==> config.mk <==
export PLATFORM = sky130hd
export DESIGN_NAME = uart_rx_frame
export DESIGN_NICKNAME = d
export VERILOG_FILES = /design/src/rtl/uart_rx_frame.sv
export SDC_FILE = /design/constraint.sdc
export NUM_CORES = 1
export LEC_CHECK = 0
export ABC_AREA = 0
export CELL_PAD_IN_SITES_DETAIL_PLACEMENT = 0
export CELL_PAD_IN_SITES_GLOBAL_PLACEMENT = 2
export CORE_MARGIN = 2
export CORE_UTILIZATION = 40
export CTS_CLUSTER_DIAMETER = 100
export DETAILED_ROUTE_END_ITERATION = 12
export HOLD_SLACK_MARGIN = 0.1
export MAX_ROUTING_LAYER = met4
export PLACE_DENSITY_LB_ADDON = 0.1
export SKIP_LAST_GASP = 1
export SYNTH_ARGS = -nofsm -noshare
export SYNTH_HDL_FRONTEND = slang
export SYNTH_SLANG_ARGS = --single-unit
==> constraint.sdc <==
create_clock -name clock -period 7 [get_ports clock]
set_clock_uncertainty 0.1 [all_clocks]
set_input_delay 2.1 -clock clock [delete_from_list [all_inputs] [get_ports clock]]
set_output_delay 2.1 -clock clock [all_outputs]
set_load 0.05 [all_outputs]
==> src/rtl/uart_rx_frame.sv <==
// uart_rx_frame: 8N1 UART receiver that assembles NUM_BYTES bytes into one frame
// presented on a valid/ready handshake, with false-start, framing, timeout and overrun detection.
module uart_rx_frame #(
    parameter int CLOCK_FREQ   = 50000000,
    parameter int BAUD         = 9600,
    parameter int NUM_BYTES    = 2,
    parameter int TIMEOUT_BITS = 20
) (
    input  logic                             clock,
    input  logic                             reset_n,
    input  logic                             rx_serial,
    output logic [8*NUM_BYTES-1:0]           frame_data,
    output logic                             frame_valid,
    input  logic                             frame_ready,
    output logic [$clog2(NUM_BYTES+1)-1:0]   byte_count,
    output logic                             busy,
    output logic                             framing_error,
    output logic                             timeout_error,
    output logic                             overrun_error
);
    localparam int CPB    = CLOCK_FREQ / BAUD;
    localparam int TO_CYC = TIMEOUT_BITS * CPB;
    localparam int CW     = $clog2(CPB);
    localparam int GW     = $clog2(TO_CYC + 1);
    localparam int BCW    = $clog2(NUM_BYTES + 1);

    typedef enum logic [2:0] {IDLE, START, DATA, STOP, BREAK} state_t;

    state_t                   state;
    logic [1:0]               sync;
    logic                     rx_s;
    logic [CW-1:0]            clk_cnt;
    logic [2:0]               bit_idx;
    logic [GW-1:0]            gap;
    logic [7:0]               shift;
    logic [8*NUM_BYTES-1:0]   asm_reg;
    logic [8*NUM_BYTES-1:0]   asm_next;

    assign rx_s = sync[1];
    assign busy = (state != IDLE) || (byte_count != '0);

    // Slot 0 is the most significant byte, so the first byte received lands on top.
    always_comb begin
        asm_next = asm_reg;
        for (int i = 0; i < NUM_BYTES; i++)
            if (byte_count == BCW'(i)) asm_next[8*(NUM_BYTES-1-i) +: 8] = shift;
    end

    always_ff @(posedge clock or negedge reset_n) begin
        if (!reset_n) begin
            state         <= IDLE;
            sync          <= 2'b11;
            clk_cnt       <= '0;
            bit_idx       <= '0;
            gap           <= '0;
            shift         <= '0;
            asm_reg       <= '0;
            byte_count    <= '0;
            frame_data    <= '0;
            frame_valid   <= 1'b0;
            framing_error <= 1'b0;
            timeout_error <= 1'b0;
            overrun_error <= 1'b0;
        end else begin
            sync          <= {sync[0], rx_serial};
            framing_error <= 1'b0;
            timeout_error <= 1'b0;
            overrun_error <= 1'b0;
            if (frame_valid && frame_ready) frame_valid <= 1'b0;
            case (state)
                IDLE: begin
                    if (!rx_s) begin
                        state   <= START;
                        clk_cnt <= '0;
                        gap     <= '0;
                    end else if (byte_count != '0) begin
                        if (gap == GW'(TO_CYC - 1)) begin
                            timeout_error <= 1'b1;
                            byte_count    <= '0;
                            gap           <= '0;
                        end else begin
                            gap <= gap + 1'b1;
                        end
                    end
                end
                START: begin
                    if (clk_cnt == CW'(CPB/2 - 1)) begin
                        clk_cnt <= '0;
                        bit_idx <= '0;
                        state   <= rx_s ? IDLE : DATA;
                    end else begin
                        clk_cnt <= clk_cnt + 1'b1;
                    end
                end
                DATA: begin
                    if (clk_cnt == CW'(CPB - 1)) begin
                        clk_cnt <= '0;
                        shift   <= {rx_s, shift[7:1]};
                        bit_idx <= bit_idx + 1'b1;
                        if (bit_idx == 3'd7) state <= STOP;
                    end else begin
                        clk_cnt <= clk_cnt + 1'b1;
                    end
                end
                STOP: begin
                    if (clk_cnt == CW'(CPB - 1)) begin
                        clk_cnt <= '0;
                        if (!rx_s) begin
                            framing_error <= 1'b1;
                            byte_count    <= '0;
                            state         <= BREAK;
                        end else begin
                            state <= IDLE;
                            if (byte_count == BCW'(NUM_BYTES - 1)) begin
                                byte_count <= '0;
                                // A frame still waiting for its consumer keeps priority over the new one.
                                if (!frame_valid || frame_ready) begin
                                    frame_data  <= asm_next;
                                    frame_valid <= 1'b1;
                                end else begin
                                    overrun_error <= 1'b1;
                                end
                            end else begin
                                byte_count <= byte_count + 1'b1;
                                asm_reg    <= asm_next;
                            end
                        end
                    end else begin
                        clk_cnt <= clk_cnt + 1'b1;
                    end
                end
                BREAK: if (rx_s) state <= IDLE;
                default: state <= IDLE;
            endcase
        end
    end
endmodule
# ---- Word level (Yosys, flattened, before mapping)
# Cells that the tools add are included.
dict set report word_totals {
  in_bits 4
  reg_bits 84
}
dict set report classes {
  n_reduce_logical 20
  add_sub_neg 4
  eq_ne 19
  n_bitwise 1
  n_mux 46
}
# op count
set op_table {}
lappend op_table {{17-bit 2-to-1 mux} 3}
lappend op_table {{13-bit 2-to-1 mux} 3}
lappend op_table {{13-bit one-hot mux with 3 select lines} 1}
lappend op_table {{3-bit 2-to-1 mux} 9}
lappend op_table {{1-bit 2-to-1 mux} 18}
lappend op_table {{2-bit != test (second input constant)} 9}
lappend op_table {{17-bit by 1-bit adder with 17-bit output (second input constant)} 1}
lappend op_table {{17-bit == test (second input constant)} 1}
lappend op_table {{8-bit 2-to-1 mux} 2}
lappend op_table {{3-bit one-hot mux with 5 select lines} 1}
lappend op_table {{2-bit 2-to-1 mux} 7}
lappend op_table {{13-bit by 1-bit adder with 13-bit output (second input constant)} 1}
lappend op_table {{13-bit by 12-bit == test with 1-bit output (second input constant)} 1}
lappend op_table {{13-bit == test (second input constant)} 1}
lappend op_table {{5-bit AND reduction} 2}
lappend op_table {{3-bit by 2-bit == test with 1-bit output (second input constant)} 2}
lappend op_table {{3-bit == test (second input constant)} 2}
lappend op_table {{3-bit one-hot mux with 2 select lines} 1}
lappend op_table {{2-bit AND reduction} 3}
lappend op_table {{6-bit AND reduction} 1}
lappend op_table {{2-bit nonzero test} 3}
lappend op_table {{3-bit nonzero test} 2}
lappend op_table {{2-bit one-hot mux with 2 select lines} 1}
lappend op_table {{4-bit AND reduction} 1}
lappend op_table {{13 further kinds} 14}

# ---- Depth between registers and ports, before layout
# Gate-level depths: netlist of run 1.
dict set report logic_depth {
  ltp_word 7
  ltp_mapped 7
  ltp_nobuf 5
}

# ---- Worst setup path before layout of run 1
# OpenSTA, ideal clock, no wires.
dict set report synth_path {
  path_type {flip-flop to output port}
  from {register byte_count[1]}
  to {output busy}
  t_arrival_ps 1603
  stages_incl_launch_ff 4
  path_slack_ps 3197
  required_ps 4800
  cell_sequence {dfrtp_1 nor2_1 clkbuf_1 nand2_1}
}
dict set report synth_between {
  elab_chain_len 2
}
# element line_no
set synth_lines {}
lappend synth_lines {{start: declaration} 15} ;# output logic [$clog2(NUM_BYTES+1)-1:0] byte_count,
lappend synth_lines {{start signal: assignment} 124} ;# byte_count <= byte_count + 1'b1;
lappend synth_lines {{2-bit nonzero test} 40} ;# assign busy = (state != IDLE) || (byte_count != '0);
lappend synth_lines {{1-bit logical OR} 40}
lappend synth_lines {{end: declaration} 16} ;# output logic busy,
# No other way between the ends.

# ---- Worst setup path in the final report of run 1
# Same ends and word-level chain as after synthesis.

==> reports/results.txt, run 1 <==
status: finished clean
slowest library cell on the worst path: nor2_1
final HPWL from detailed placement: 5550 um
WP data required: 4800 ps
Most flops, register: gap
syn nets: 371
drt via density: 5.56
Comb power frac: 1.4%
cell area after synthesis: 0.00391 mm2
DR WL/cell: 16.4 um
switching pwr: 0.178 mW
top-count cell post-synth: dfrtp_1
CTS tree: yes
remaining global-route overflow: 0
worst hold endpoint: sync[1]$_DFF_PN1_
synth warn: 0
post-layout min period: 4700 ps
Clock Power Share: 43.7%
ANT cells: 0
gpl congestion: 0.841
ys async rst share: 100%
setup TNS: 0 ps
TritonCTS Buffers: 9
clock tree sinks: 76
Starting Density: 40.6%
final wirelength: 8520 um
Initial DRC Count: 83
Detail Route Antenna Nets: 0
number of synthesized flops with an enable pin: 0
top flop regs: gap: 17 flops, frame_data: 16 flops, clk_cnt: 13 flops
area growth from synthesis to layout: 14.3%
Rel. slew slack: 30.4%
part of the power in registers: 54.9%
Hold WS: 264 ps
synth top area cells: dfrtp_1, mux2_2, mux2_4
worst hold path depth: 0
VDD IR max: 0.100 mV
routed via count: 2887
CTS clk-pin slew, worst paths: 80 ps
Core Area: 0.00964 mm2
Synth cell types: 55
critical path peak fanout: 13
Syn Inst Count: 363
final hold violation count: 0
Power Dens Cells: 180 mW/mm2
die extent in y: 103 um
Int Power: 0.625 mW
RR Startpoint: gap[0]$_DFFE_PN0P_
worst slew pin tran: 1040 ps
nature of the critical path endpoint: primary output
RSZ-0062 raised after global routing: false
CTS H-tree lvls: 3
max_cap viols: 0
Final Cycle Share: 67.2%
die area: 0.0106 mm2
switching share of power: 22.1%
Setup-failing EPs final: 0
FF/Latch Area: 0.00190 mm2
FF-to-FF path depth: 6
Leak: 1.89 nW
Avg Inst Size Synth: 10.8 um2
first-pass GRT wire length: 14500 um
multi-input logic area: 0.00187 mm2
Reg-to-Reg End: gap[5]$_DFFE_PN0P_
hold_sp: sync[0]$_DFF_PN1_
Die X: 103 um
Resized Gates After CTS: 0
critical path launch point: byte_count[1]$_DFFE_PN0P_
slowest stage delay, CP: 830 ps
CP bufs+invs: 1
Port Buffers: 26
delay-heaviest family, CP: simple AND/OR/NAND/NOR gates
layout cell share with drive strength beyond 1: 18.7%
initial antenna violation count: 0
#FFs+latches synth: 76
Row Count: 36
largest net degree at the start of global routing: 77
Hold WC Path Type: reg -> reg
vias in the first global route: 2824
remaining routing DRC violations: 0
Synth Flop Type: dfrtp_1
Crit Path Category: reg -> out
synth cell count leaders: dfrtp_1, nand2_1, mux2_2
post-CTS setup repair buffer count: 0
max FFs per register: 17
Setup crit start kind: register
number of fill cells in the layout: 953
GRT Util Overall: 18.4%
Seq/Total Area, Yosys: 48.7%
WP data arrival: 2500 ps
Final Slew Violations: 0
Final Net Count: 390
num ports: 27
clock root cell: clkbuf_8
largest area contributor in the netlist: dfrtp_1
crit-path cells: nor2_1 -> nand2_1 -> clkdlybuf4s50_1
share of the synthesized area in the top cell type: 47.4%
Max clock buf depth: 2
drt pass-1 iters: 4
hold_buf cts: 0
r2r setup slk: 4370 ps
Worst-Skew Late Latency: 360 ps
Peak Freq: 213 MHz
## worst max path at each step
stage	endpoint	slack, ps	cells after the start
finish	busy	2300	3
floorplan	busy	3200	3
global placement	busy	2690	3
global route	busy	2140	3
detailed placement	busy	2630	3
CTS	busy	2200	3
## cell usage in the layout, fill, tap and decap left out, types with 2 or more instances in the layout
cell              n
a21o_1            5
a21oi_1           7
a22o_1            3
a31oi_1          22
a41oi_1           2
and2_1            2
and3_1            2
and4_1            3
and4b_1           2
buf_4             5
clkbuf_8         11
clkdlybuf4s50_1  25
dfrtp_1          74
dfstp_2           2
ha_1              4
inv_1            11
mux2_2           30
mux2_4           10
nand2_1          37
nand2b_1          2
nand3_1          13
nand3b_1          6
nand4_1          11
nor2_1           11
nor2b_1           2
nor3_1           10
nor3_2            2
nor4_1            9
nor4b_4           3
nor4bb_1          3
o2111ai_1         2
o211ai_1         10
o21ai_0          13
o22ai_1           5
o31a_1            2
or3_1             3
xnor2_1           2
## area by class of cell
| type | count | share of cell area (%) |
|---|---|---|
| inverter | 11 | 0.924 |
| timing repair buffer | 30 | 6.44 |
| sequential | 76 | 42.6 |
| clock buffer | 12 | 3.47 |
| multi-input combinational | 254 | 41.8 |
| clock inverter | 3 | 1.04 |
| tap | 133 | 3.72 |
## per-stage QoR
stage	setup WS [ps]	instance area, um2	power (mW)	cells	util (%)
global placement	2690	4270	0.461	504	44.3
CTS	2200	4470	0.815	519	46.4
floorplan	3200	3910	0.450	363	-
detailed placement	2630	4270	0.461	504	44.3
finish	2300	4470	0.802	519	46.4
global route	2140	4470	0.834	519	46.4
## power groups by stage
stage / logic (mW) / registers, mW / clock network, mW
floorplan: 0.00151 / 0.449 / 0
global placement: 0.0116 / 0.449 / 0
detailed placement: 0.0119 / 0.449 / 0
CTS: 0.0119 / 0.441 / 0.363
global route: 0.0130 / 0.441 / 0.380
finish: 0.0108 / 0.441 / 0.351
## per-layer routing
layer,track usage [%],vias to the layer above,part of all wire [%]
met2,26.7,34,44
li1,-,1408,-
met5,-,-,0
met1,25.3,1431,52
met3,3.93,14,2.5
met4,7.19,0,2.1
## logic make-up after synthesis
kind of cell | synth area share, %
simple gates | 19.9
compound gates | 13.3
flops | 48.7
mux | 12.5
xor+xnor | 0.448
fa+ha+maj | 1.28
buf+inv | 3.81
Power figures use the tool's default switching activity.
==> run 2: changes to the inputs <==
--- a/config.mk
+++ b/config.mk
@@ -9,7 +9,7 @@
 export CELL_PAD_IN_SITES_DETAIL_PLACEMENT = 0
 export CELL_PAD_IN_SITES_GLOBAL_PLACEMENT = 2
 export CORE_MARGIN = 2
-export CORE_UTILIZATION = 40
+export CORE_UTILIZATION = 39
 export CTS_CLUSTER_DIAMETER = 100
 export DETAILED_ROUTE_END_ITERATION = 12
 export HOLD_SLACK_MARGIN = 0.1
==> constraint.sdc (replaced) <==
create_clock -name clock -period 4.7 [get_ports clock]
set_clock_uncertainty 0.1 [all_clocks]
set_input_delay 1.41 -clock clock [delete_from_list [all_inputs] [get_ports clock]]
set_output_delay 1.41 -clock clock [all_outputs]
set_load 0.05 [all_outputs]
==> run 2 against run 1 <==
Global-route usage fell by 1.6 points. Critical endpoint unchanged. Final cell count is 0.39% higher. Combinational power up 51%. Largest power group unchanged. Via count fell by 2.0%. Sequential cell count unchanged. Non-clock buffer count is 1 higher. Critical path depth did not move. Worst setup slack worse by 1200 ps. Clock power rose by 45%. Largest cell class unchanged.
==> reports/results.txt, run 2 (synthesized netlist as in run 1, its figures left out) <==
status: finished clean
largest net degree at the start of global routing: 77
Row Count: 36
top flop regs: gap: 17 flops, frame_data: 16 flops, clk_cnt: 13 flops
Worst-Skew Late Latency: 340 ps
Crit Path Category: reg -> out
remaining global-route overflow: 0
final hold violation count: 0
Starting Density: 40.2%
remaining routing DRC violations: 0
VDD IR max: 0.133 mV
Max clock buf depth: 2
Die X: 104 um
num ports: 27
TritonCTS Buffers: 9
Core Area: 0.00973 mm2
die extent in y: 104 um
post-CTS setup repair buffer count: 0
CTS clk-pin slew, worst paths: 80 ps
Most flops, register: gap
CTS H-tree lvls: 3
Setup crit start kind: register
Rel. slew slack: 33.7%
setup TNS: 0 ps
critical path peak fanout: 12
critical path launch point: state[2]$_DFFE_PN0P_
WP data required: 3190 ps
max_cap viols: 0
routed via count: 2828
Port Buffers: 26
initial antenna violation count: 0
max FFs per register: 17
final HPWL from detailed placement: 5580 um
Initial DRC Count: 51
layout cell share with drive strength beyond 1: 19.1%
Setup-failing EPs final: 0
area growth from synthesis to layout: 14.4%
FF-to-FF path depth: 6
worst setup path end: busy
Leak: 1.89 nW
worst slew pin tran: 995 ps
final wirelength: 8400 um
GRT Util Overall: 16.7%
RSZ-0062 raised after global routing: false
clock tree sinks: 76
Hold WC Path Type: reg -> reg
r2r setup slk: 1890 ps
ANT cells: 0
drt pass-1 iters: 4
gpl congestion: 0.759
Post-Route Utilization: 46.0%
Peak Freq: 275 MHz
die area: 0.0108 mm2
Reg-to-Reg End: frame_data[9]$_DFFE_PN0P_
WP data arrival: 2120 ps
most common cell after layout, fill and taps aside: dfrtp_1
Power Dens Cells: 264 mW/mm2
Final Slew Violations: 0
number of fill cells in the layout: 928
hold_buf cts: 0
first-pass GRT wire length: 14400 um
CTS tree: yes
Final Cycle Share: 77.3%
Resized Gates After CTS: 0
nature of the critical path endpoint: primary output
drt via density: 5.43
RR Startpoint: clk_cnt[0]$_DFFE_PN0P_
vias in the first global route: 2750
DR WL/cell: 16.1 um
Final Net Count: 391
post-layout min period: 3630 ps
most frequent cells in the layout: dfrtp_1, nand2_1, mux2_2
clock root cell: clkbuf_8
worst hold path depth: 0
Detail Route Antenna Nets: 0
-- run 2: changes by cell type in the layout (fill, tap and decap cells not counted) --
cell,change
buf_4,+1
inv_6,+2
clkbuf_8,-2
clkinvlp_4,+1
-- run 2: metrics by stage --
step	hold WS (ps)	instances	power [mW]	instance area, um2	worst slack (ps)
after global routing	285	521	1.23	4470	892
final	275	521	1.18	4470	1070
after CTS	288	521	1.20	4470	1030
after detailed placement	272	505	0.687	4270	1100
after global placement	264	505	0.687	4270	1240
after floorplan	245	363	0.670	3910	1590
-- run 2: critical path: stages (launching register included) --
cell,delay (ps)
dfrtp_1,500
nor3_1,470
nand2_1,90
clkdlybuf4s50_1,720
-- run 2: per-layer routing --
metal  vias up  track usage, %  wire, um
met5         -               -         0
met1      1379            23.3      4240
met2        28            25.4      3940
met4         0            5.50        71
li1       1412               -         -
met3         9            2.32       149
-- run 2: worst min path at each step --
stage | start | to | slack, ps
after floorplan | sync[0]$_DFF_PN1_ | sync[1]$_DFF_PN1_ | 250
final | sync[0]$_DFF_PN1_ | sync[1]$_DFF_PN1_ | 280
after global placement | sync[0]$_DFF_PN1_ | sync[1]$_DFF_PN1_ | 260
after global routing | sync[0]$_DFF_PN1_ | sync[1]$_DFF_PN1_ | 290
after CTS | sync[0]$_DFF_PN1_ | sync[1]$_DFF_PN1_ | 290
after detailed placement | sync[0]$_DFF_PN1_ | sync[1]$_DFF_PN1_ | 270
-- run 2: area by class of cell --
class / instances / area, um2 / area share, %
flip-flops and latches: 76 / 1900 / 42.6
well taps: 133 / 166 / 3.72
multi-input cells: 254 / 1870 / 41.7
inverters: 11 / 41.3 / 0.923
repair buffers: 31 / 295 / 6.60
clock inverters: 6 / 71.3 / 1.59
clock buffers: 10 / 128 / 2.85
-- run 2: report_power, final --
| part | switching [mW] | total (mW) | internal, mW |
|---|---|---|---|
| Clock | 0.259 | 0.509 | 0.250 |
| Combinational | 0.0136 | 0.0163 | 0.00267 |
| Sequential | 0.00146 | 0.656 | 0.655 |
| Total | 0.274 | 1.18 | 0.908 |
